`src/rtl/cpu_design_params.sv`:
```
// rtl/cpu_design_params.sv - shared CPU design parameters and rename-allocator types
package cpu_design_params;

  localparam int NUM_A_REGS    = 32;
  localparam int MAX_FREE_REGS = 16;
  localparam int PRN_W         = 6;
  localparam int REL_DEPTH     = 4;

  typedef logic [PRN_W-1:0] prn_t;

  typedef enum logic {
    ALLOC_RUN   = 1'b0,
    ALLOC_DRAIN = 1'b1
  } alloc_state_e;

endpackage

```
`src/rtl/prn_release_fifo.sv`:
```
// rtl/prn_release_fifo.sv - release buffer FIFO for PRNs returned by commit
module prn_release_fifo #(
  parameter int DEPTH = 4,
  parameter int WIDTH = 6,
  localparam int AW = $clog2(DEPTH),
  localparam int CW = $clog2(DEPTH + 1)
) (
  input  logic             clk,
  input  logic             rst_n,
  input  logic             push_i,
  input  logic [WIDTH-1:0] push_data_i,
  input  logic             pop_i,
  output logic [WIDTH-1:0] pop_data_o,
  output logic             full_o,
  output logic             empty_o,
  output logic [CW-1:0]    count_o
);

  logic [WIDTH-1:0] mem_q [DEPTH];
  logic [AW-1:0]    wr_ptr_q, rd_ptr_q;
  logic [CW-1:0]    count_q, count_d;
  logic             do_push, do_pop;

  assign full_o     = (count_q == CW'(DEPTH));
  assign empty_o    = (count_q == '0);
  assign count_o    = count_q;
  assign pop_data_o = mem_q[rd_ptr_q];

  assign do_push = push_i && !full_o;
  assign do_pop  = pop_i && !empty_o;

  // Pointers wrap naturally since DEPTH is a power of two; the count tells full from empty.
  assign count_d = count_q + CW'(do_push) - CW'(do_pop);

  always_ff @(posedge clk or negedge rst_n) begin
    if (!rst_n) begin
      wr_ptr_q <= '0;
      rd_ptr_q <= '0;
      count_q  <= '0;
      for (int i = 0; i < DEPTH; i++) mem_q[i] <= '0;
    end else begin
      count_q <= count_d;
      if (do_push) begin
        mem_q[wr_ptr_q] <= push_data_i;
        wr_ptr_q        <= wr_ptr_q + AW'(1);
      end
      if (do_pop) rd_ptr_q <= rd_ptr_q + AW'(1);
    end
  end

endmodule

```
`src/rtl/rename_alloc_scheduler.sv`:
```
// rtl/rename_alloc_scheduler.sv - free-list pop/push sequencer for the rename stage
// Optional ALLOC_STATS_EN adds saturating stall/allocation counters.
module rename_alloc_scheduler #(
  parameter int NUM_SLOTS = 2,
  parameter int REL_DEPTH = cpu_design_params::REL_DEPTH,
  parameter int PRN_W     = cpu_design_params::PRN_W,
  parameter int FL_CNT_W  = 5,
  localparam int PCW = $clog2(NUM_SLOTS + 1)
) (
  input  logic                 clk,
  input  logic                 rst_n,
  input  logic [NUM_SLOTS-1:0] ren_req_i,
  output logic [NUM_SLOTS-1:0] ren_gnt_o,
  output logic                 ren_stall_o,
  input  logic [FL_CNT_W-1:0]  fl_count_i,
  input  logic                 fl_full_i,
  output logic [PCW-1:0]       fl_pop_cnt_o,
  output logic                 fl_push_o,
  output logic [PRN_W-1:0]     fl_push_prn_o,
  input  logic                 rel_valid_i,
  input  logic [PRN_W-1:0]     rel_prn_i,
  output logic                 rel_ready_o,
  input  logic                 flush_i,
  output logic                 flush_done_o
`ifdef ALLOC_STATS_EN
  ,
  output logic [15:0]          stall_cycles_o,
  output logic [15:0]          alloc_total_o
`endif
);

  import cpu_design_params::*;

  localparam int RCW = $clog2(REL_DEPTH + 1);

  alloc_state_e state_q, state_d;
  logic         rel_full, rel_empty;
  logic [RCW-1:0] rel_count;
  logic         prefix_ok;

  prn_release_fifo #(
    .DEPTH (REL_DEPTH),
    .WIDTH (PRN_W)
  ) u_rel_fifo (
    .clk         (clk),
    .rst_n       (rst_n),
    .push_i      (rel_valid_i && rel_ready_o),
    .push_data_i (rel_prn_i),
    .pop_i       (fl_push_o),
    .pop_data_o  (fl_push_prn_o),
    .full_o      (rel_full),
    .empty_o     (rel_empty),
    .count_o     (rel_count)
  );

  // In-order grant: a slot wins only if every older slot also requests and a PRN remains.
  always_comb begin
    ren_gnt_o    = '0;
    fl_pop_cnt_o = '0;
    prefix_ok    = (state_q == ALLOC_RUN) && !flush_i;
    for (int i = 0; i < NUM_SLOTS; i++) begin
      prefix_ok    = prefix_ok && ren_req_i[i] && (i < int'(fl_count_i));
      ren_gnt_o[i] = prefix_ok;
      fl_pop_cnt_o = fl_pop_cnt_o + PCW'(prefix_ok);
    end
  end

  assign ren_stall_o = |(ren_req_i & ~ren_gnt_o);
  assign fl_push_o   = !rel_empty && !fl_full_i;
  assign rel_ready_o = !rel_full && (state_q == ALLOC_RUN);

  always_comb begin
    state_d      = state_q;
    flush_done_o = 1'b0;
    case (state_q)
      ALLOC_RUN: begin
        if (flush_i) state_d = ALLOC_DRAIN;
      end
      ALLOC_DRAIN: begin
        if (rel_count == '0) begin
          flush_done_o = 1'b1;
          state_d      = ALLOC_RUN;
        end
      end
      default: state_d = ALLOC_RUN;
    endcase
  end

  always_ff @(posedge clk or negedge rst_n) begin
    if (!rst_n) state_q <= ALLOC_RUN;
    else        state_q <= state_d;
  end

`ifdef ALLOC_STATS_EN
  logic [15:0] stall_q, stall_d, alloc_q, alloc_d;
  logic [16:0] alloc_sum;

  assign alloc_sum      = {1'b0, alloc_q} + 17'(fl_pop_cnt_o);
  assign alloc_d        = alloc_sum[16] ? 16'hFFFF : alloc_sum[15:0];
  assign stall_d        = (ren_stall_o && stall_q != 16'hFFFF) ? stall_q + 16'd1 : stall_q;
  assign stall_cycles_o = stall_q;
  assign alloc_total_o  = alloc_q;

  always_ff @(posedge clk or negedge rst_n) begin
    if (!rst_n) begin
      stall_q <= '0;
      alloc_q <= '0;
    end else begin
      stall_q <= stall_d;
      alloc_q <= alloc_d;
    end
  end
`endif

endmodule

```
`config.mk`:
```
export PLATFORM = sky130hd
export DESIGN_NAME = rename_alloc_scheduler
export DESIGN_NICKNAME = d
export VERILOG_FILES = /design/src/rtl/cpu_design_params.sv /design/src/rtl/prn_release_fifo.sv /design/src/rtl/rename_alloc_scheduler.sv
export SDC_FILE = /design/constraint.sdc
export NUM_CORES = 1
export LEC_CHECK = 0
export ABC_AREA = 0
export CELL_PAD_IN_SITES_DETAIL_PLACEMENT = 2
export CELL_PAD_IN_SITES_GLOBAL_PLACEMENT = 2
export CORE_MARGIN = 4
export CORE_UTILIZATION = 39
export CTS_BUF_LIST = sky130_fd_sc_hd__clkbuf_4
export CTS_CLUSTER_DIAMETER = 40
export CTS_CLUSTER_SIZE = 30
export DETAILED_ROUTE_END_ITERATION = 8
export HOLD_SLACK_MARGIN = 0.12
export PLACE_DENSITY_LB_ADDON = 0.15
export SLEW_MARGIN = 15
export SYNTH_ARGS = -nofsm -noshare
export SYNTH_HDL_FRONTEND = slang
export SYNTH_SLANG_ARGS = --single-unit
export TNS_END_PERCENT = 50
```
`constraint.sdc`:
```
create_clock -name clk -period 4.2 [get_ports clk]
set_clock_uncertainty 0.15 [all_clocks]
set_input_delay 0.84 -clock clk [delete_from_list [all_inputs] [get_ports clk]]
set_output_delay 0.84 -clock clk [all_outputs]
set_load 0.02 [all_outputs]
```
==> results by group, run 1 <==
Outcome
  – Outcome: complete, no violations

Finish
  – Layout cells sized above 1: between 15 and 20%
  – Area Overhead vs Synth: 27.76%
  – Final Net Count: 171
  – Post-route cell area: 0.002016 mm²
  – Ant diodes: 0
  – FF/Latch Area: around 800 µm²
  – Area of the multi-input gates: 730.7 µm²
  – Fillers: 353

Clock network
  – CTS sink count: 32
  – Clock Path Buffers: 2
  – Later-pin clock latency in the skew report: 330 ps
  – CTS H-tree lvls: 2
  – TritonCTS buffer count: 5
  – Post_cts resized: 0
  – CTS tree: yes
  – Setup repair bufs after CTS: 0
  – Clock root cell: clkbuf_4
  – Hold buffers post-CTS: 0
  – Clock-pin slew on the worst setup and hold paths: 100 ps

Global route
  – First-pass GRT wire length: 6403 µm
  – Grt met2 use: 29.69%
  – Layer with the highest usage: met2
  – Met1 Use GR: 18.28%
  – Total gr overflow: 0
  – Initial antenna violation count: 0
  – Vias in the first global route: 1,221
  – Largest net degree at the start of global routing: 33
  – Total Routing Usage GR: 16.89%
  – GR Layer Usage met3: under 10%

STA
  – Worst slew margin: 56.45%
  – Slew @ Worst Pin: 649.8 ps
  – Final setup viols: 0
  – FMAX: roughly 250 MHz
  – Final slew viol count: 0
  – Worst hold slack: around 340 ps
  – RSZ-0062 raised after global routing: false
  – Post-route minimum period: about 4000 ps
  – PnR worst setup slack: approximately 210 ps
  – Final Cycle Share: 95.00%
  – Setup TNS: 0 ps
  – Final hold violations: 0

Critical path
  – Critical R2R Capture: u_rel_fifo.count_o[2]$_DFF_PN0_
  – CP cell instances: clkdlybuf4s50_1 > or4_1 > and3_1 > and2_1 > ha_1 > clkdlybuf4s50_1
  – Cell mode on critical path: clkdlybuf4s50_1
  – CP max stage delay: a little under 600 ps
  – Critical Path Source Type: input port
  – CP max stage cell: clkdlybuf4s50_1
  – Cells on worst reg2reg path: 8
  – Critical R2R Launch: u_rel_fifo.count_o[0]$_DFF_PN0_
  – CP Capture Type: primary output
  – Crit path DAT: 3000 ps
  – CP max FO: 2
  – Reg2reg setup slack: 1810 ps
  – Setup CP Type: input port to primary output
  – Worst path required time: about 3200 ps

Min path
  – HP Class: register to register
  – Hold Path End: u_rel_fifo.mem_q[6]$_DFFE_PN0P_
  – Worst Hold Path Cells: 1
  – HP Start: u_rel_fifo.mem_q[6]$_DFFE_PN0P_

Floorplanning
  – Die X: slightly above 70 µm
  – Die Y: 71.61 µm
  – Die area: around 0.0051 mm²
  – Row cnt: 22
  – Core area: 0.003771 mm²
  – Starting density of the core: roughly two fifths
  – Ports: 32

Pwr
  – Switching part of the total power: a little over a third
  – Switch Pwr: 0.0005053 W
  – Total Power: 0.001440 W
  – Sequential Power Share: 40.9%
  – Leak pwr: 0.8932 nW
  – Peak supply drop: 0.2842 mV
  – Combinational power share: 42.5%
  – PD cells: 714.4 mW/mm²
  – Clock Power Share: 16.6%
  – Int Pwr: ~0.00093 W

Placement
  – Placer Congestion: roughly 0.7
  – Placement Cell Area: approximately 0.0019 mm²
  – Pre-CTS setup slack: 199.7 ps
  – DPL Wire Length: 2739 µm
  – IO buf count: 31

Detailed routing
  – Routed wire length: 3622 µm
  – Number of DRC markers in iteration 0: 27
  – Drc violations: 0
  – Total iterations of the first detailed-routing run: 4
  – Via density: 5.284
  – Wire length per cell: 18.67 µm
  – Vias: 1,025
  – Antenna viol nets, final: 0

Logic synthesis
  – Syn Nets: 136
  – Unique masters post-synth: 25
  – Mapped cell area: 0.001578 mm²
  – #FFs+latches synth: 32
  – Cell count after synthesis: 110
  – Syn. warnings: 0
  – Synthesized area per cell: between 10 and 15 µm²
  – Sequential area share after synthesis: 50.75%

Flow run
  – Max-cap violations: 0
-- worst max-delay path by stage --
stage | start | end | depth (start not counted)
after floorplan | fl_count_i[2] | ren_stall_o | 3
after global placement | fl_count_i[2] | fl_pop_cnt_o[0] | 6
after detailed placement | fl_count_i[2] | fl_pop_cnt_o[0] | 6
after CTS | fl_count_i[2] | fl_pop_cnt_o[0] | 6
after global routing | fl_count_i[2] | fl_pop_cnt_o[0] | 6
final | fl_count_i[2] | fl_pop_cnt_o[0] | 6
-- power groups by stage --
stage | clock (W) | combinational [W] | sequential [W]
CTS | 0.000247 | 0.000628 | 0.000594
detailed placement | 0 | 0.000620 | 0.000601
finish | 0.000239 | 0.000612 | 0.000590
floorplan | 0 | 0.000446 | 0.000517
global placement | 0 | 0.000590 | 0.000578
global route | 0.000271 | 0.000672 | 0.000616
-- critical path, delay by kind of cell --
kind / cells / cell delay (ps)
fa+ha+maj: 1 / 270
buf+inv: 2 / 980
simple gates: 3 / 910
-- through the flow --
step / util [%] / instances
3_3_place_gp: 51.33 / 186
4_1_cts: 53.45 / 194
2_1_floorplan: - / 110
5_1_grt: 53.45 / 194
6_report: 53.45 / 194
3_5_place_dp: 51.33 / 186
-- registers in the layout, indices dropped and copies added (netlist names) --
register,count
u_rel_fifo.count_o,3
u_rel_fifo.mem_q,24
u_rel_fifo.wr_ptr_q,2
state_q,1
u_rel_fifo.rd_ptr_q,2
-- cell usage after synthesis, drive strengths merged --
library cell | instances | share of area [%]
ha | 7 | 5.6
nor3b | 3 | 2.5
nor3 | 5 | 2.9
a311oi | 1 | 0.56
fa | 1 | 1.3
xnor2 | 3 | 1.7
dfrtp | 32 | 51
inv | 7 | 1.7
xor2 | 2 | 1.1
and3 | 1 | 0.40
or4 | 1 | 0.48
nand2 | 4 | 0.95
nor2 | 5 | 1.2
mux4 | 6 | 8.6
o211a | 1 | 0.63
clkbuf | 1 | 0.24
and2 | 2 | 0.79
mux2 | 25 | 18
buf | 3 | 1.0
-- cells in the final DEF (no fill, tap or decap), types with 2 or more instances in the layout --
master	n
inv_1	7
xnor2_1	3
nor3_2	4
ha_1	7
mux2_1	24
clkbuf_4	6
nor2_1	5
dfrtp_1	32
nand2_1	4
xor2_1	2
clkdlybuf4s50_1	31
and2_1	2
mux4_2	6
-- logic make-up after synthesis --
| kind of cell | after synthesis | share of synthesized area, % |
|---|---|---|
| compound gates | 2 | 1.190 |
| xor+xnor | 5 | 2.776 |
| fa+ha+maj | 8 | 6.820 |
| buf+inv | 11 | 2.934 |
| flops | 32 | 50.75 |
| mux | 31 | 26.41 |
| simple gates | 21 | 9.120 |
-- routing by layer --
layer | routed length (µm) | vias up | share of wire, %
met4 | 55 | 0 | 1.5
met1 | 1379 | 533 | 38
met2 | 1988 | 27 | 55
met3 | 198 | 6 | 5.5
li1 | - | 459 | -
met5 | 0 | - | 0
-- cell type report --
cell class              count  share of cell area, %
clock buffers               6                  2.235
clock inverters             2                  1.738
inverters                   7                  1.304
multi-input cells          67                  36.25
flip-flops and latches     32                  39.73
well taps                  48                  2.980
repair buffers             32                  15.77
Power figures use the tool's default switching activity.
==> run 2, diff against run 1 <==
--- a/config.mk
+++ b/config.mk
@@ -9,7 +9,7 @@
 export CELL_PAD_IN_SITES_DETAIL_PLACEMENT = 2
 export CELL_PAD_IN_SITES_GLOBAL_PLACEMENT = 2
 export CORE_MARGIN = 4
-export CORE_UTILIZATION = 39
+export CORE_UTILIZATION = 33
 export CTS_BUF_LIST = sky130_fd_sc_hd__clkbuf_4
 export CTS_CLUSTER_DIAMETER = 40
 export CTS_CLUSTER_SIZE = 30
==> constraint.sdc (replaced) <==
create_clock -name clk -period 3.5 [get_ports clk]
set_clock_uncertainty 0.15 [all_clocks]
set_input_delay 0.7 -clock clk [delete_from_list [all_inputs] [get_ports clk]]
set_output_delay 0.7 -clock clk [all_outputs]
set_load 0.02 [all_outputs]
==> run 2 against run 1 <==
  * Register-to-register slack got worse by 660 ps
  * Power increased by 14%
  * Setup slack got worse by 110 ps
  * Worst hold slack got worse by 2.3 ps
  * Clock power decreased by 13%
  * Utilization decreased by 9.3 points
  * Non-clock buffer count increased by 1
  * Die area increased by 16%
  * Sequential power increased by 19%
  * Critical endpoint is now ren_gnt_o[1]
==> results by group, run 2 (synthesized netlist as in run 1, its figures left out) <==
STA
  – Setup TNS: 0 ps (unchanged)
  – Slew @ Worst Pin: 712.0 ps (+62.21 ps)
  – FMAX: 293.7 MHz
  – Post-route minimum period: 3405 ps
  – Worst slew margin: 52.28% (-4.2 points)
  – Final hold violations: 0 (unchanged)
  – Final setup viols: 0 (unchanged)
  – Final Cycle Share: 97.27%
  – Final slew viol count: 0 (unchanged)
  – RSZ-0062 raised after global routing: false
  – Worst hold slack: 342.2 ps (-2.277 ps)

Global route
  – Vias in the first global route: 1,219 (-0.16%)
  – Total gr overflow: 0 (unchanged)
  – Initial antenna violation count: 0 (unchanged)
  – Largest net degree at the start of global routing: 33 (unchanged)
  – Total Routing Usage GR: 13.81% (-3.1 points)
  – First-pass GRT wire length: 6279 µm (-1.9%)

Detailed routing
  – Wire length per cell: 18.67 µm (about the same)
  – Vias: 1,013 (-1.2%)
  – Antenna viol nets, final: 0 (unchanged)
  – Number of DRC markers in iteration 0: 31 (+15%)
  – Routed wire length: 3697 µm (+2.1%)
  – Total iterations of the first detailed-routing run: 2 (-2)
  – Drc violations: 0 (unchanged)
  – Via density: 5.116 (-3.2%)

Finish
  – Ant diodes: 0 (unchanged)
  – Flip-flop count of the largest register after layout: 24 (unchanged)
  – Fillers: 460 (+30%)
  – Largest register by flop count: u_rel_fifo.mem_q
  – Area Overhead vs Synth: 26.17%
  – Post-route cell area: 0.001991 mm² (-1.2%)
  – Final Net Count: 172 (+0.58%)
  – Commonest cells after routing, fill and taps aside: 32 x dfrtp_1, 28 x clkdlybuf4s50_1, 24 x mux2_1
  – Layout cells sized above 1: 15.75% (+0.68 points)
  – Most common cell after layout, fill and taps aside: dfrtp_1

Placement
  – Placement Cell Area: 0.001948 mm² (+0.65%)
  – DPL Wire Length: 2782 µm (+1.5%)
  – IO buf count: 31 (unchanged)
  – Placer Congestion: 0.7195 (+2.7%)

Critical path
  – Worst path required time: 2650 ps (-560 ps)
  – Crit path DAT: 2550 ps (-450 ps)
  – Setup CP Type: input port to primary output
  – Critical Path Source Type: input port
  – Critical R2R Launch: u_rel_fifo.count_o[0]$_DFF_PN0_
  – CP Capture Type: primary output
  – Reg2reg setup slack: 1150 ps (-660 ps)
  – CP max FO: 2 (unchanged)
  – Cells on worst reg2reg path: 8 (unchanged)
  – Crit path to: ren_gnt_o[1]
  – Critical R2R Capture: u_rel_fifo.count_o[2]$_DFF_PN0_
  – Crit path from: fl_count_i[1]

Pwr
  – Peak supply drop: 0.2674 mV (-5.9%)
  – Total Power: 0.001640 W (+14%)
  – Leak pwr: 0.8903 nW (-0.32%)
  – PD cells: 823.7 mW/mm² (+15%)

Floorplanning
  – Ports: 32 (unchanged)
  – Core area: 0.004504 mm² (+19%)
  – Die X: 77.15 µm (+7.7%)
  – Die area: 0.005951 mm² (+16%)
  – Starting density of the core: 35.03% (-6.8 points)
  – Die Y: 77.15 µm (+7.7%)
  – Row cnt: 24 (+9.1%)

Flow run
  – Max-cap violations: 0 (unchanged)

Clock network
  – CTS tree: yes
  – Later-pin clock latency in the skew report: 330 ps (about the same)
  – Clock-pin slew on the worst setup and hold paths: 90 ps (about the same)
  – Hold buffers post-CTS: 0 (unchanged)
  – Clock root cell: clkbuf_4
  – TritonCTS buffer count: 5 (unchanged)
  – CTS sink count: 32 (unchanged)
  – Clock Path Buffers: 2 (unchanged)
  – CTS H-tree lvls: 2 (unchanged)

Min path
  – HP Class: register to register

Outcome
  – Outcome: complete, no violations
## run 2: worst min-delay path by stage
stage / to / cells after the start / start
final: u_rel_fifo.mem_q[16]$_DFFE_PN0P_ / 1 / u_rel_fifo.mem_q[16]$_DFFE_PN0P_
after global routing: u_rel_fifo.mem_q[16]$_DFFE_PN0P_ / 1 / u_rel_fifo.mem_q[16]$_DFFE_PN0P_
after CTS: u_rel_fifo.mem_q[15]$_DFFE_PN0P_ / 1 / u_rel_fifo.mem_q[15]$_DFFE_PN0P_
after detailed placement: u_rel_fifo.mem_q[15]$_DFFE_PN0P_ / 1 / u_rel_fifo.mem_q[15]$_DFFE_PN0P_
after global placement: u_rel_fifo.mem_q[17]$_DFFE_PN0P_ / 1 / u_rel_fifo.mem_q[17]$_DFFE_PN0P_
after floorplan: state_q$_DFF_PN0_ / 0 / rst_n
## run 2: critical path: stages
cell	delay [ps]
clkdlybuf4s50_1	410
or4_1	530
and3_1	200
and2_1	170
clkdlybuf4s50_1	540
## run 2: per-layer routing
metal  routed length (µm)  part of all wire, %  track usage [%]  up-vias
met5                    0                    0                0        -
met4                   95                  2.6            6.050        0
met3                  144                  3.9            3.981        9
met2                 1927                   52            23.83       19
met1                 1529                   41            15.78      524
li1                     -                    -                -      461
## run 2: layout make-up
type                       count  area, µm²  area share, %
sequential                    32      800.8          40.23
multi-input combinational     67      730.7          36.71
timing repair buffer          33      317.8          15.96
tap                           52      65.06          3.268
clock buffer                   6      45.04          2.263
inverter                       7      26.28          1.320
clock inverter                 1      5.005         0.2514
## run 2: what timing repair did
item	in CTS	in global routing
setup endpoints to repair	3	1
resized for setup	3	2
setup buffers	0	0
cloned	0	0
pin swaps	0	0
## run 2: per-stage QoR
| step | worst slack (ps) | utilization (%) | instances |
|---|---|---|---|
| floorplan | 637.2 | - | 110 |
| global placement | -182.2 | 43.25 | 191 |
| detailed placement | -247.3 | 43.25 | 191 |
| CTS | 15.89 | 44.28 | 198 |
| global route | 25.08 | 44.19 | 198 |
| finish | 95.45 | 44.19 | 198 |
## run 2: power by group
group          switching, W  total (W)  internal (W)
Combinational      0.000316   0.000732      0.000416
Clock              0.000126   0.000207     0.0000817
Sequential         0.000153   0.000701      0.000548
==> run 3, diff against run 2 <==
--- a/config.mk
+++ b/config.mk
@@ -6,7 +6,7 @@
 export NUM_CORES = 1
 export LEC_CHECK = 0
 export ABC_AREA = 0
-export CELL_PAD_IN_SITES_DETAIL_PLACEMENT = 2
+export CELL_PAD_IN_SITES_DETAIL_PLACEMENT = 0
 export CELL_PAD_IN_SITES_GLOBAL_PLACEMENT = 2
 export CORE_MARGIN = 4
 export CORE_UTILIZATION = 33
==> run 3 against run 2 <==
  * Non-clock buffer count stayed put
  * Maximum frequency is 0.26% lower
  * Register-to-register slack better by 30 ps
  * Final area is 1.8% higher
  * Die area stayed put
  * Sequential share of layout area is 0.70 points lower
  * Combinational power is 2% lower
  * First-iteration DRC count is 23% lower
  * Final cell count is 0.51% higher
  * Routed wire length is 14% lower
  * Critical path depth is 1 higher
  * Flip-flop and latch count stayed put
  * Critical path type unchanged
  * Critical endpoint is now fl_pop_cnt_o[0]
==> results by group, run 3 (synthesized netlist as in run 1, its figures left out) <==
Outcome
  – Outcome: complete, no violations

Pwr
  – Total Power: 0.001688 W (+3.0%)
  – Peak supply drop: 0.2945 mV (+10%)
  – Leak pwr: 0.9045 nW (+1.6%)
  – PD cells: 833.4 mW/mm² (+1.2%)

STA
  – Final setup viols: 0 (unchanged)
  – Worst hold slack: 339.0 ps (-3.131 ps)
  – Final hold violations: 0 (unchanged)
  – PnR worst setup slack: 86.71 ps (-8.737 ps)
  – RSZ-0062 raised after global routing: false
  – Worst slew margin: 51.29% (-0.98 points)
  – Final slew viol count: 0 (unchanged)
  – Slew @ Worst Pin: 726.6 ps (+14.66 ps)
  – Setup TNS: 0 ps (unchanged)
  – FMAX: 293.0 MHz (-0.26%)
  – Post-route minimum period: 3413 ps (+8.737 ps)
  – Final Cycle Share: 97.52% (+0.25 points)

Clock network
  – Later-pin clock latency in the skew report: 320 ps (about the same)
  – CTS H-tree lvls: 2 (unchanged)
  – Clock root cell: clkbuf_4
  – CTS tree: yes
  – Clock Path Buffers: 2 (unchanged)
  – Clock-pin slew on the worst setup and hold paths: 90 ps (about the same)
  – Hold buffers post-CTS: 0 (unchanged)
  – Setup repair bufs after CTS: 0 (unchanged)
  – CTS sink count: 32 (unchanged)
  – Post_cts resized: 3 (unchanged)
  – TritonCTS buffer count: 5 (unchanged)

Finish
  – Largest register by flop count: u_rel_fifo.mem_q
  – Final Net Count: 172 (unchanged)
  – Layout cells sized above 1: 15.65% (-0.11 points)
  – Ant diodes: 0 (unchanged)
  – Most common cell after layout, fill and taps aside: dfrtp_1
  – Fillers: 421 (-8.5%)
  – Commonest cells after routing, fill and taps aside: 32 x dfrtp_1, 28 x clkdlybuf4s50_1, 24 x mux2_1
  – Flip-flop count of the largest register after layout: 24 (unchanged)
  – Area Overhead vs Synth: 28.39%

Min path
  – HP Class: register to register

Detailed routing
  – Via density: 4.854 (-5.1%)
  – Wire length per cell: 16.01 µm (-14%)
  – Antenna viol nets, final: 0 (unchanged)
  – Total iterations of the first detailed-routing run: 3 (+1)
  – Number of DRC markers in iteration 0: 24 (-23%)
  – Routed wire length: 3186 µm (-14%)
  – Vias: 966 (-4.6%)
  – Drc violations: 0 (unchanged)

Global route
  – First-pass GRT wire length: 5216 µm (-17%)
  – Total gr overflow: 0 (unchanged)
  – Total Routing Usage GR: 11.39% (-2.4 points)
  – Vias in the first global route: 1,046 (-14%)
  – Initial antenna violation count: 0 (unchanged)
  – Largest net degree at the start of global routing: 33 (unchanged)

Placement
  – IO buf count: 31 (unchanged)
  – Placer Congestion: 0.7195 (unchanged)
  – Pre-CTS setup slack: -223.9 ps (+23.33 ps)
  – DPL Wire Length: 2403 µm (-14%)

Floorplanning
  – Die area: 0.005951 mm² (unchanged)
  – Row cnt: 24 (unchanged)
  – Starting density of the core: 35.03% (unchanged)
  – Die Y: 77.15 µm (unchanged)
  – Core area: 0.004504 mm² (unchanged)
  – Die X: 77.15 µm (unchanged)
  – Ports: 32 (unchanged)

Critical path
  – CP Capture Type: primary output
  – Worst path required time: 2650 ps (about the same)
  – Critical Path Source Type: input port
  – Setup CP Type: input port to primary output
  – CP max FO: 2 (unchanged)
  – Crit path DAT: 2560 ps (about the same)

Flow run
  – Max-cap violations: 0 (unchanged)
-- run 3: changes by cell type in the layout (fill, tap and decap cells not counted), sizes merged --
cell / change
bufinv: +1
clkbuf: -1
clkdlybuf4s15: +1
-- run 3: power by group --
part           internal, W  leakage [nW]  switching, W
Sequential        0.000548         0.393      0.000144
Combinational     0.000414         0.466      0.000304
Clock             0.000157        0.0456      0.000121
-- run 3: path summary, 6_finish.rpt --
| path | endpoint | from | cells past startpoint | slack, ps |
|---|---|---|---|---|
| min in group asynchronous | u_rel_fifo.mem_q[21]$_DFFE_PN0P_ | rst_n | 2 | 610 |
| min reg2reg | u_rel_fifo.mem_q[22]$_DFFE_PN0P_ | u_rel_fifo.mem_q[22]$_DFFE_PN0P_ | 1 | 340 |
| max | fl_pop_cnt_o[0] | fl_count_i[2] | 6 | 90 |
| max in group asynchronous | u_rel_fifo.mem_q[22]$_DFFE_PN0P_ | rst_n | 2 | 2280 |
| min | u_rel_fifo.mem_q[22]$_DFFE_PN0P_ | u_rel_fifo.mem_q[22]$_DFFE_PN0P_ | 1 | 340 |
| max reg2reg | u_rel_fifo.count_o[2]$_DFF_PN0_ | u_rel_fifo.count_o[0]$_DFF_PN0_ | 8 | 1180 |
-- run 3: worst max-delay path: stages --
cell and delay [ps]:
clkdlybuf4s50_1 390, or4_1 540, and3_1 200, and2_1 170
ha_1 270, clkdlybuf4s15_1 300
-- run 3: final cells by class --
cell class | instances | area, µm² | share of cell area, %
clock buffer | 6 | 45.04 | 2.224
inverter | 7 | 26.28 | 1.297
tap | 52 | 65.06 | 3.212
clock inverter | 2 | 35.03 | 1.729
multi-input combinational | 67 | 730.7 | 36.07
sequential | 32 | 800.8 | 39.53
timing repair buffer | 33 | 322.8 | 15.94
-- run 3: through the flow --
| stage | area [µm²] | cells | utilization, % |
|---|---|---|---|
| after floorplan | 1578 | 110 | - |
| after global routing | 2026 | 199 | 44.97 |
| after CTS | 2024 | 199 | 44.94 |
| final | 2026 | 199 | 44.97 |
| after global placement | 1948 | 191 | 43.25 |
| after detailed placement | 1948 | 191 | 43.25 |
-- run 3: metal layers --
layer  part of all wire (%)  routed length, µm  GRT usage (%)  up-vias
met5                      0                  0              0        -
met4                   0.38                 12          3.737        0
met3                    4.1                131          3.981        2
met2                     52               1664          19.17       15
met1                     43               1377          13.51      489
li1                       -                  -              -      460
